[src/rtl/adam_jtag_tap_pkg.sv]
// Shared TAP definitions: controller state encoding, IR opcodes and the
// TMS-driven next-state function.
package adam_jtag_tap_pkg;

  // Encodings follow the customary 1149.1 state numbering.
  typedef enum logic [3:0] {
    TestLogicReset = 4'hF,
    RunTestIdle    = 4'hC,
    SelectDrScan   = 4'h7,
    CaptureDr      = 4'h6,
    ShiftDr        = 4'h2,
    Exit1Dr        = 4'h1,
    PauseDr        = 4'h3,
    Exit2Dr        = 4'h0,
    UpdateDr       = 4'h5,
    SelectIrScan   = 4'h4,
    CaptureIr      = 4'hE,
    ShiftIr        = 4'hA,
    Exit1Ir        = 4'h9,
    PauseIr        = 4'hB,
    Exit2Ir        = 4'h8,
    UpdateIr       = 4'hD
  } tap_state_e;

  localparam logic [4:0] IrIdcode = 5'h01;
  localparam logic [4:0] IrUser   = 5'h10;
  localparam logic [4:0] IrBypass = 5'h1F;

  function automatic tap_state_e tap_next(input tap_state_e state, input logic tms);
    case (state)
      TestLogicReset: tap_next = tms ? TestLogicReset : RunTestIdle;
      RunTestIdle:    tap_next = tms ? SelectDrScan   : RunTestIdle;
      SelectDrScan:   tap_next = tms ? SelectIrScan   : CaptureDr;
      CaptureDr:      tap_next = tms ? Exit1Dr        : ShiftDr;
      ShiftDr:        tap_next = tms ? Exit1Dr        : ShiftDr;
      Exit1Dr:        tap_next = tms ? UpdateDr       : PauseDr;
      PauseDr:        tap_next = tms ? Exit2Dr        : PauseDr;
      Exit2Dr:        tap_next = tms ? UpdateDr       : ShiftDr;
      UpdateDr:       tap_next = tms ? SelectDrScan   : RunTestIdle;
      SelectIrScan:   tap_next = tms ? TestLogicReset : CaptureIr;
      CaptureIr:      tap_next = tms ? Exit1Ir        : ShiftIr;
      ShiftIr:        tap_next = tms ? Exit1Ir        : ShiftIr;
      Exit1Ir:        tap_next = tms ? UpdateIr       : PauseIr;
      PauseIr:        tap_next = tms ? Exit2Ir        : PauseIr;
      Exit2Ir:        tap_next = tms ? UpdateIr       : ShiftIr;
      UpdateIr:       tap_next = tms ? SelectDrScan   : RunTestIdle;
      default:        tap_next = TestLogicReset;
    endcase
  endfunction

endpackage

[src/rtl/adam_jtag_sync.sv]
// N-flop synchronizer with a configurable idle/reset value, used once per
// asynchronous JTAG pin.
module adam_jtag_sync #(
  parameter int unsigned Stages     = 2,
  parameter logic        ResetValue = 1'b0
) (
  input  logic clk,
  input  logic rst,
  input  logic d,
  output logic q
);

  logic [Stages-1:0] stages_q;

  always_ff @(posedge clk) begin
    if (rst) begin
      stages_q <= {Stages{ResetValue}};
    end else begin
      stages_q[0] <= d;
      for (int i = 1; i < Stages; i++) begin
        stages_q[i] <= stages_q[i-1];
      end
    end
  end

  assign q = stages_q[Stages-1];

endmodule

[src/rtl/adam_jtag_tap.sv]
// JTAG TAP controller running entirely in the system clock domain; TCK is
// oversampled and its edges act as enables. Supports IDCODE, USER and BYPASS.
module adam_jtag_tap
  import adam_jtag_tap_pkg::*;
#(
  parameter logic [31:0] IDCODE      = 32'h0000_0001,
  parameter int unsigned IR_WIDTH    = 5,
  parameter int unsigned SYNC_STAGES = 2
) (
  input  logic        seq_clk,
  input  logic        seq_rst,
  input  logic        pause_req,
  output logic        pause_ack,
  input  logic        jtag_trst_n,
  input  logic        jtag_tck,
  input  logic        jtag_tms,
  input  logic        jtag_tdi,
  output logic        jtag_tdo,
  output logic [31:0] user_data,
  output logic        user_valid
);

  localparam logic [IR_WIDTH-1:0] IrIdcodeW = IR_WIDTH'(IrIdcode);
  localparam logic [IR_WIDTH-1:0] IrUserW   = IR_WIDTH'(IrUser);

  logic tck_s, tms_s, tdi_s, trst_n_s;

  adam_jtag_sync #(.Stages(SYNC_STAGES), .ResetValue(1'b0)) u_sync_tck (
    .clk(seq_clk), .rst(seq_rst), .d(jtag_tck), .q(tck_s)
  );
  adam_jtag_sync #(.Stages(SYNC_STAGES), .ResetValue(1'b1)) u_sync_tms (
    .clk(seq_clk), .rst(seq_rst), .d(jtag_tms), .q(tms_s)
  );
  adam_jtag_sync #(.Stages(SYNC_STAGES), .ResetValue(1'b0)) u_sync_tdi (
    .clk(seq_clk), .rst(seq_rst), .d(jtag_tdi), .q(tdi_s)
  );
  adam_jtag_sync #(.Stages(SYNC_STAGES), .ResetValue(1'b1)) u_sync_trst (
    .clk(seq_clk), .rst(seq_rst), .d(jtag_trst_n), .q(trst_n_s)
  );

  tap_state_e          state_q, state_d;
  logic [IR_WIDTH-1:0] ir_q, ir_d;
  logic [IR_WIDTH-1:0] ir_shift_q, ir_shift_d;
  logic [31:0]         dr_shift_q, dr_shift_d;
  logic                bypass_q, bypass_d;
  logic                tdo_q, tdo_d;
  logic [31:0]         user_data_q, user_data_d;
  logic                user_valid_q, user_valid_d;
  logic                pause_ack_q;
  logic                tck_prev_q;

  // The edge detector keeps tracking during pause so no stale edge appears on resume.
  logic tck_rise, tck_fall;
  assign tck_rise = tck_s & ~tck_prev_q & ~pause_ack_q;
  assign tck_fall = ~tck_s & tck_prev_q & ~pause_ack_q;

  logic sel_idcode, sel_user, sel_bypass;
  assign sel_idcode = (ir_q == IrIdcodeW);
  assign sel_user   = (ir_q == IrUserW);
  assign sel_bypass = ~sel_idcode & ~sel_user;

  always_comb begin
    state_d      = state_q;
    ir_d         = ir_q;
    ir_shift_d   = ir_shift_q;
    dr_shift_d   = dr_shift_q;
    bypass_d     = bypass_q;
    tdo_d        = tdo_q;
    user_data_d  = user_data_q;
    user_valid_d = 1'b0;

    if (!trst_n_s) begin
      state_d = TestLogicReset;
      ir_d    = IrIdcodeW;
    end else begin
      // Capture and shift act on the rising edge, in the state being left.
      if (tck_rise) begin
        state_d = tap_next(state_q, tms_s);
        case (state_q)
          CaptureIr: ir_shift_d = IR_WIDTH'(1);
          ShiftIr:   ir_shift_d = {tdi_s, ir_shift_q[IR_WIDTH-1:1]};
          CaptureDr: begin
            if (sel_idcode)    dr_shift_d = IDCODE;
            else if (sel_user) dr_shift_d = user_data_q;
            else               bypass_d   = 1'b0;
          end
          ShiftDr: begin
            if (sel_bypass) bypass_d   = tdi_s;
            else            dr_shift_d = {tdi_s, dr_shift_q[31:1]};
          end
          default: ;
        endcase
      end

      // TDO changes and updates commit on the falling edge.
      if (tck_fall) begin
        case (state_q)
          ShiftIr: tdo_d = ir_shift_q[0];
          ShiftDr: tdo_d = sel_bypass ? bypass_q : dr_shift_q[0];
          UpdateIr: begin
            tdo_d = 1'b0;
            ir_d  = ir_shift_q;
          end
          UpdateDr: begin
            tdo_d = 1'b0;
            if (sel_user) begin
              user_data_d  = dr_shift_q;
              user_valid_d = 1'b1;
            end
          end
          default: tdo_d = 1'b0;
        endcase
      end

      if (state_q == TestLogicReset) ir_d = IrIdcodeW;
    end
  end

  always_ff @(posedge seq_clk) begin
    if (seq_rst) begin
      state_q      <= TestLogicReset;
      ir_q         <= IrIdcodeW;
      ir_shift_q   <= '0;
      dr_shift_q   <= '0;
      bypass_q     <= 1'b0;
      tdo_q        <= 1'b0;
      user_data_q  <= '0;
      user_valid_q <= 1'b0;
      pause_ack_q  <= 1'b1;
      tck_prev_q   <= 1'b0;
    end else begin
      state_q      <= state_d;
      ir_q         <= ir_d;
      ir_shift_q   <= ir_shift_d;
      dr_shift_q   <= dr_shift_d;
      bypass_q     <= bypass_d;
      tdo_q        <= tdo_d;
      user_data_q  <= user_data_d;
      user_valid_q <= user_valid_d;
      pause_ack_q  <= pause_req;
      tck_prev_q   <= tck_s;
    end
  end

  assign pause_ack  = pause_ack_q;
  assign jtag_tdo   = tdo_q;
  assign user_data  = user_data_q;
  assign user_valid = user_valid_q;

endmodule

[config.mk]
export PLATFORM = sky130hd
export DESIGN_NAME = adam_jtag_tap
export DESIGN_NICKNAME = d
export VERILOG_FILES = /design/src/rtl/adam_jtag_tap_pkg.sv /design/src/rtl/adam_jtag_sync.sv /design/src/rtl/adam_jtag_tap.sv
export SDC_FILE = /design/constraint.sdc
export NUM_CORES = 1
export LEC_CHECK = 0
export CAP_MARGIN = 5
export CORE_MARGIN = 5
export CORE_UTILIZATION = 35
export CTS_CLUSTER_SIZE = 10
export DETAILED_ROUTE_END_ITERATION = 10
export GPL_ROUTABILITY_DRIVEN = 0
export HOLD_SLACK_MARGIN = 0.06
export SLEW_MARGIN = 20
export SYNTH_ARGS = -nofsm -noshare
export SYNTH_HDL_FRONTEND = slang
export SYNTH_HIERARCHICAL = 1
export SYNTH_SLANG_ARGS = --single-unit
[constraint.sdc]
create_clock -name seq_clk -period 1.4 [get_ports seq_clk]
set_input_delay 0.28 -clock seq_clk [delete_from_list [all_inputs] [get_ports seq_clk]]
set_output_delay 0.28 -clock seq_clk [all_outputs]
set_load 0.05 [all_outputs]
### Word-level counts from Yosys, hierarchy flattened

Index checks and enable logic that the tools add are counted.

| cells by class | value |
|---|---|
| multiplexer cells | 25 |
| bitwise logic cells | 13 |
| reduce and logical (&&, ||, !) cells | 15 |
| eq/ne operators | 22 |

Operator list:

| kind | number |
|---|---|
| 2-to-1 mux 32 bit | 3 |
| one-hot mux 32 bit (2 select lines) | 1 |
| one-hot mux 4 bit (12 select lines) | 1 |
| equality test 4 bit (second input constant) | 8 |
| equality test 4 x 3 -> 1 bit (second input constant) | 4 |
| 2-to-1 mux 2 bit | 6 |
| 2-to-1 mux 3 bit | 4 |
| one-hot mux 5 bit (2 select lines) | 1 |
| equality test 4 x 2 -> 1 bit (second input constant) | 2 |
| inequality test 2 bit (second input constant) | 4 |
| inverter 1 bit | 8 |
| 2-to-1 mux 1 bit | 6 |
| AND reduction 6 bit | 1 |
| OR reduction 2 bit | 3 |
| OR reduction 3 bit | 2 |
| AND 1 bit | 5 |
| equality test 5 x 1 -> 1 bit (second input constant) | 1 |
| equality test 5 bit (second input constant) | 1 |
| AND reduction 5 bit | 1 |
| equality test 4 x 1 -> 1 bit (second input constant) | 1 |
| zero test 4 bit | 1 |
| 2-to-1 mux 4 bit | 1 |
| one-hot mux 1 bit (2 select lines) | 2 |
| AND reduction 2 bit | 2 |
| other kinds (5) | 6 |

| storage, ports and cells | value |
|---|---|
| output and inout bits | 35 |
| register bits after elaboration | 91 |
| bits of input ports | 7 |

### Longest topological paths before layout

| logic depth | value |
|---|---|
| word-level depth | 5 |
| mapped depth | 7 |
| mapped depth without buffers | 4 |

### Hierarchy

The synthesis kept the hierarchy.

Modules (own cells, without submodules):

| module | instances | cells an instance | area an instance (µm²) | sequential area each (µm²) |
|---|---|---|---|---|
| adam_jtag_tap | 1 | 393 | 3569.7 | 1661.6 |
| adam_jtag_sync | 4 | 4 | 52.6 | 40.0 |

### Worst setup path before layout

Ideal clock, no wire load.

| timing | value |
|---|---|
| path kind | register to register |
| start point | register pause_ack_q, in the netlist pause_ack |
| end point | register dr_shift_q[24] |
| path buffers | 1 |
| required time | 1268 ps |
| arrival time | 1587 ps |
| stages on the path, launching flop included | 6 |
| path slack | -319 ps |
| path through | dfxtp_1 > nor3b_4 > nand4_1 > buf_2 > a221oi_2 > nor3_1 |

| between the ends | value |
|---|---|
| longest elaborated chain between the ends | 3 |

RTL lines:

| what | RTL line | source |
|---|---|---|
| from (decl) | adam_jtag_tap.sv:49 | `logic pause_ack_q;` |
| from (signal assigned) | adam_jtag_tap.sv:140 | `pause_ack_q <= pause_req;` |
| inverter 1 bit | adam_jtag_tap.sv:54 | `assign tck_rise = tck_s & ~tck_prev_q & ~pause_ack_q;` |
| AND 1 bit | adam_jtag_tap.sv:54 |  |
| AND reduction 5 bit (no source line) | - |  |
| to (signal assigned) | adam_jtag_tap.sv:135 | `dr_shift_q <= dr_shift_d;` |
| to (decl) | adam_jtag_tap.sv:44 | `logic [31:0] dr_shift_q, dr_shift_d;` |

No other way between the ends.
A chain may end at the register's enable or synchronous reset.

### Worst setup path after layout

| timing | value |
|---|---|
| start point | register pause_ack_q, in the netlist pause_ack |
| end point | register dr_shift_q[23] |

Same word-level chain as after synthesis.

==> impl_metrics.ini <==
[die]
dieArea_mm2 = 0.0130
initial_core_util = 0.353
io_pins = 42
num_rows = 38
coreArea_mm2 = 0.0107
die_y_um = 114
die_w_um = 114

[routing]
post_drt_wl_per_cell_um = 15.4
drt-pass1-iter-count = 6
ant_nets = 0
vias = 3228
post-route-drc-count = 0
viasPerCell = 5.13
drtIter0Drc = 104
wirelength_um = 9700

[synthesis]
yosys_most_used_dff = dfxtp_1
synth_cell_types = 50
async_reset_ff_frac = 0
netlist_area_mm2 = 0.00378
syn-instance-count = 409
yosysWarnings = 6
synth-edff-count = 0
seq_area_frac_synth = 0.482
syn_area_per_cell_um2 = 9.24
ys_ff_latch = 91
syn-num-nets = 416

[clock_tree]
clk_latency_ns = 0.36
cts_buffers = 9
cts_root_buf = clkbuf_8
max-clock-path-buffers = 2
cts_sinks = 91
clkTransAtPathRegs_ns = 0.09
cts_tree = yes
ctsHoldBuffers = 0
h-tree-depth = 3

[timing]
rsz0062_at_grt = yes
drv_slew = 0
setup_violations = 71
fin_crit_sh = 1.10
clock_skew_ns = 0.0113
max_freq_ghz = 0.647
worstMarginPinSlew_ns = 0.394
setup_ws_ns = -0.146
hold_viol = 0
slew_headroom = 0.737
min_period_ns = 1.55

[setup_path]
worstPathCellList = nor3b_4 > nand4_1 > buf_6 > a221oi_1 > nor3_1
max_stage_delay_ns = 0.37
crit_buf_inv = 1
cpLargestDelayFamily = simple AND/OR/NAND/NOR gates
crit_arrival_ns = 1.80
crit_required_ns = 1.66
cp_max_fo = 17
end_kind = flop
cp_slowest_cell = dfxtp_4
cp-start-kind = flop
crit_type = flop to flop

[placed_design]
placed_cells = 598
hpwl_um = 5870
portBuffers = 41

[final_layout]
drive_gt1_frac = 0.434
final_cells = 629
synthToLayoutAreaGrowth_pct = 51.0
antenna_cells = 0
fin_nets = 491
final_util = 0.534

[power]
power_mw = 4.39
power-per-cell-area_mw_per_mm2 = 769
irDropWorstVdd_v = 0.000361
leakagePower_nw = 2.14

[min_path]
hp-class = primary input to flop

[global_route]
grt_pass1_vias = 3027
track_usage = 0.139
grt_first_pass_wirelength_um = 14900
grt-ovfl-total = 0
grt_max_degree = 47
antenna_found_initial = 0

[outcome]
status = finished, violations left
violations = setup timing

[flow_run]
drv_cap = 0
==> layout by cell type, fill, tap and decap left out, types with 4 or more instances in the layout <==
cell | netlist | routed
dfxtp_1 | 91 | 82
nand2_1 | 72 | 42
buf_12 | 0 | 41
nor2_1 | 38 | 38
nor3_1 | 31 | 30
a21oi_1 | 41 | 29
a221oi_2 | 28 | 29
buf_4 | 8 | 27
nand2_2 | 0 | 21
a21oi_2 | 0 | 12
buf_6 | 0 | 11
clkbuf_8 | 0 | 10
nand2_4 | 0 | 9
clkbuf_16 | 0 | 7
nor2b_1 | 7 | 6
mux2i_1 | 6 | 6
dfxtp_2 | 0 | 6
nand3_1 | 5 | 5
buf_8 | 0 | 5
clkdlybuf4s50_1 | 0 | 5
nand4_1 | 4 | 4
or2_1 | 4 | 4
==> final cells by class <==
class / count / area [um2]
Sequential cell: 91 / 1840
Inverter: 3 / 11.3
Clock inverter: 5 / 37.5
Timing Repair Buffer: 97 / 1450
Tap cell: 140 / 175
Multi-Input combinational cell: 282 / 2050
Clock buffer: 11 / 141
Fill cell: 928 / 4990
==> routing by layer <==
layer | track usage | wire [um] | up-vias
met5 | 0 | 0 | -
met4 | 0.0451 | 131 | 0
met3 | 0.0313 | 328 | 12
met2 | 0.228 | 4790 | 51
met1 | 0.183 | 4440 | 1562
li1 | - | - | 1603
==> synthesized netlist by cell type, types with 5 or more instances <==
master	number	area (um2)
nand3_1	5	25.0
nor2_1	38	143
a21oi_1	41	205
nand2_1	72	270
mux2i_1	6	60.1
buf_4	8	60.1
nor3_1	31	155
buf_2	12	60.1
nor2b_1	7	43.8
clkbuf_1	13	48.8
dfxtp_1	91	1820
a221oi_2	28	420
==> worst paths after layout <==
kind,from,endpoint,slack (ns),cells after the start
max,pause_ack$_SDFF_PP1_,dr_shift_q[23]$_SDFFE_PP0P_,-0.15,5
min,seq_rst,state_q[1]$_SDFFE_PP1P_,0.31,3
max reg2reg,pause_ack$_SDFF_PP1_,dr_shift_q[23]$_SDFFE_PP0P_,-0.15,5
min reg2reg,u_sync_trst/stages_q[0]$_SDFF_PP1_,u_sync_trst/stages_q[1]$_SDFF_PP1_,0.41,1
==> worst register-to-register path, delay by kind of cell (launching register included) <==
kind	cells	cell delay, ns
DFF	1	0.37
AOI/OAI and AO/OA	1	0.25
buffers and inverters	1	0.22
and+or+nand+nor	3	0.59
==> what timing repair did <==
item | CTS | global route
buffers inserted | 2 | 3
gates resized for setup | 28 | 76
pin swaps | 11 | 33
gates cloned | 0 | 10
setup endpoints to repair | 76 | 81
hold endpoints to repair | 0 | 0
==> sequential cells by signal (all words and copies together), names as in the netlist <==
name and cells:
tck_prev_q 1, user_valid 1, u_sync_tdi/stages_q 2, u_sync_tck/stages_q 2, u_sync_trst/stages_q 2, ir_shift_q 5
dr_shift_q 32, u_sync_tms/stages_q 2, state_q 4, pause_ack 1, jtag_tdo 1, user_data 32
bypass_q 1, ir_q 5
==> cells by family after synthesis <==
logic type | after synthesis | share of synthesized area
simple gates | 185 | 0.244
flops | 91 | 0.482
compound gates | 89 | 0.206
buf+inv | 36 | 0.0477
mux | 6 | 0.0159
xor+xnor | 2 | 0.00464
==> where the power goes <==
part	internal, mW	switching (mW)	leakage [nW]
Sequential	2.60	0.0113	0.735
Combinational	0.0610	0.0703	1.32
Clock	0.701	0.949	0.0859
==> metrics by stage <==
step | hold WS [ns] | setup WS (ns) | TNS, ns | area, um2
6_report | 0.307 | -0.146 | -5.89 | 5710
5_1_grt | 0.307 | -0.240 | -11.75 | 5710
4_1_cts | 0.304 | -0.105 | -3.07 | 5230
3_5_place_dp | 0.389 | -0.207 | -9.06 | 4940
3_3_place_gp | 0.387 | -0.138 | -6.43 | 4940
2_1_floorplan | 0.352 | -0.198 | -5.83 | 3840
Note: power is estimated with default switching activity, not from simulation.
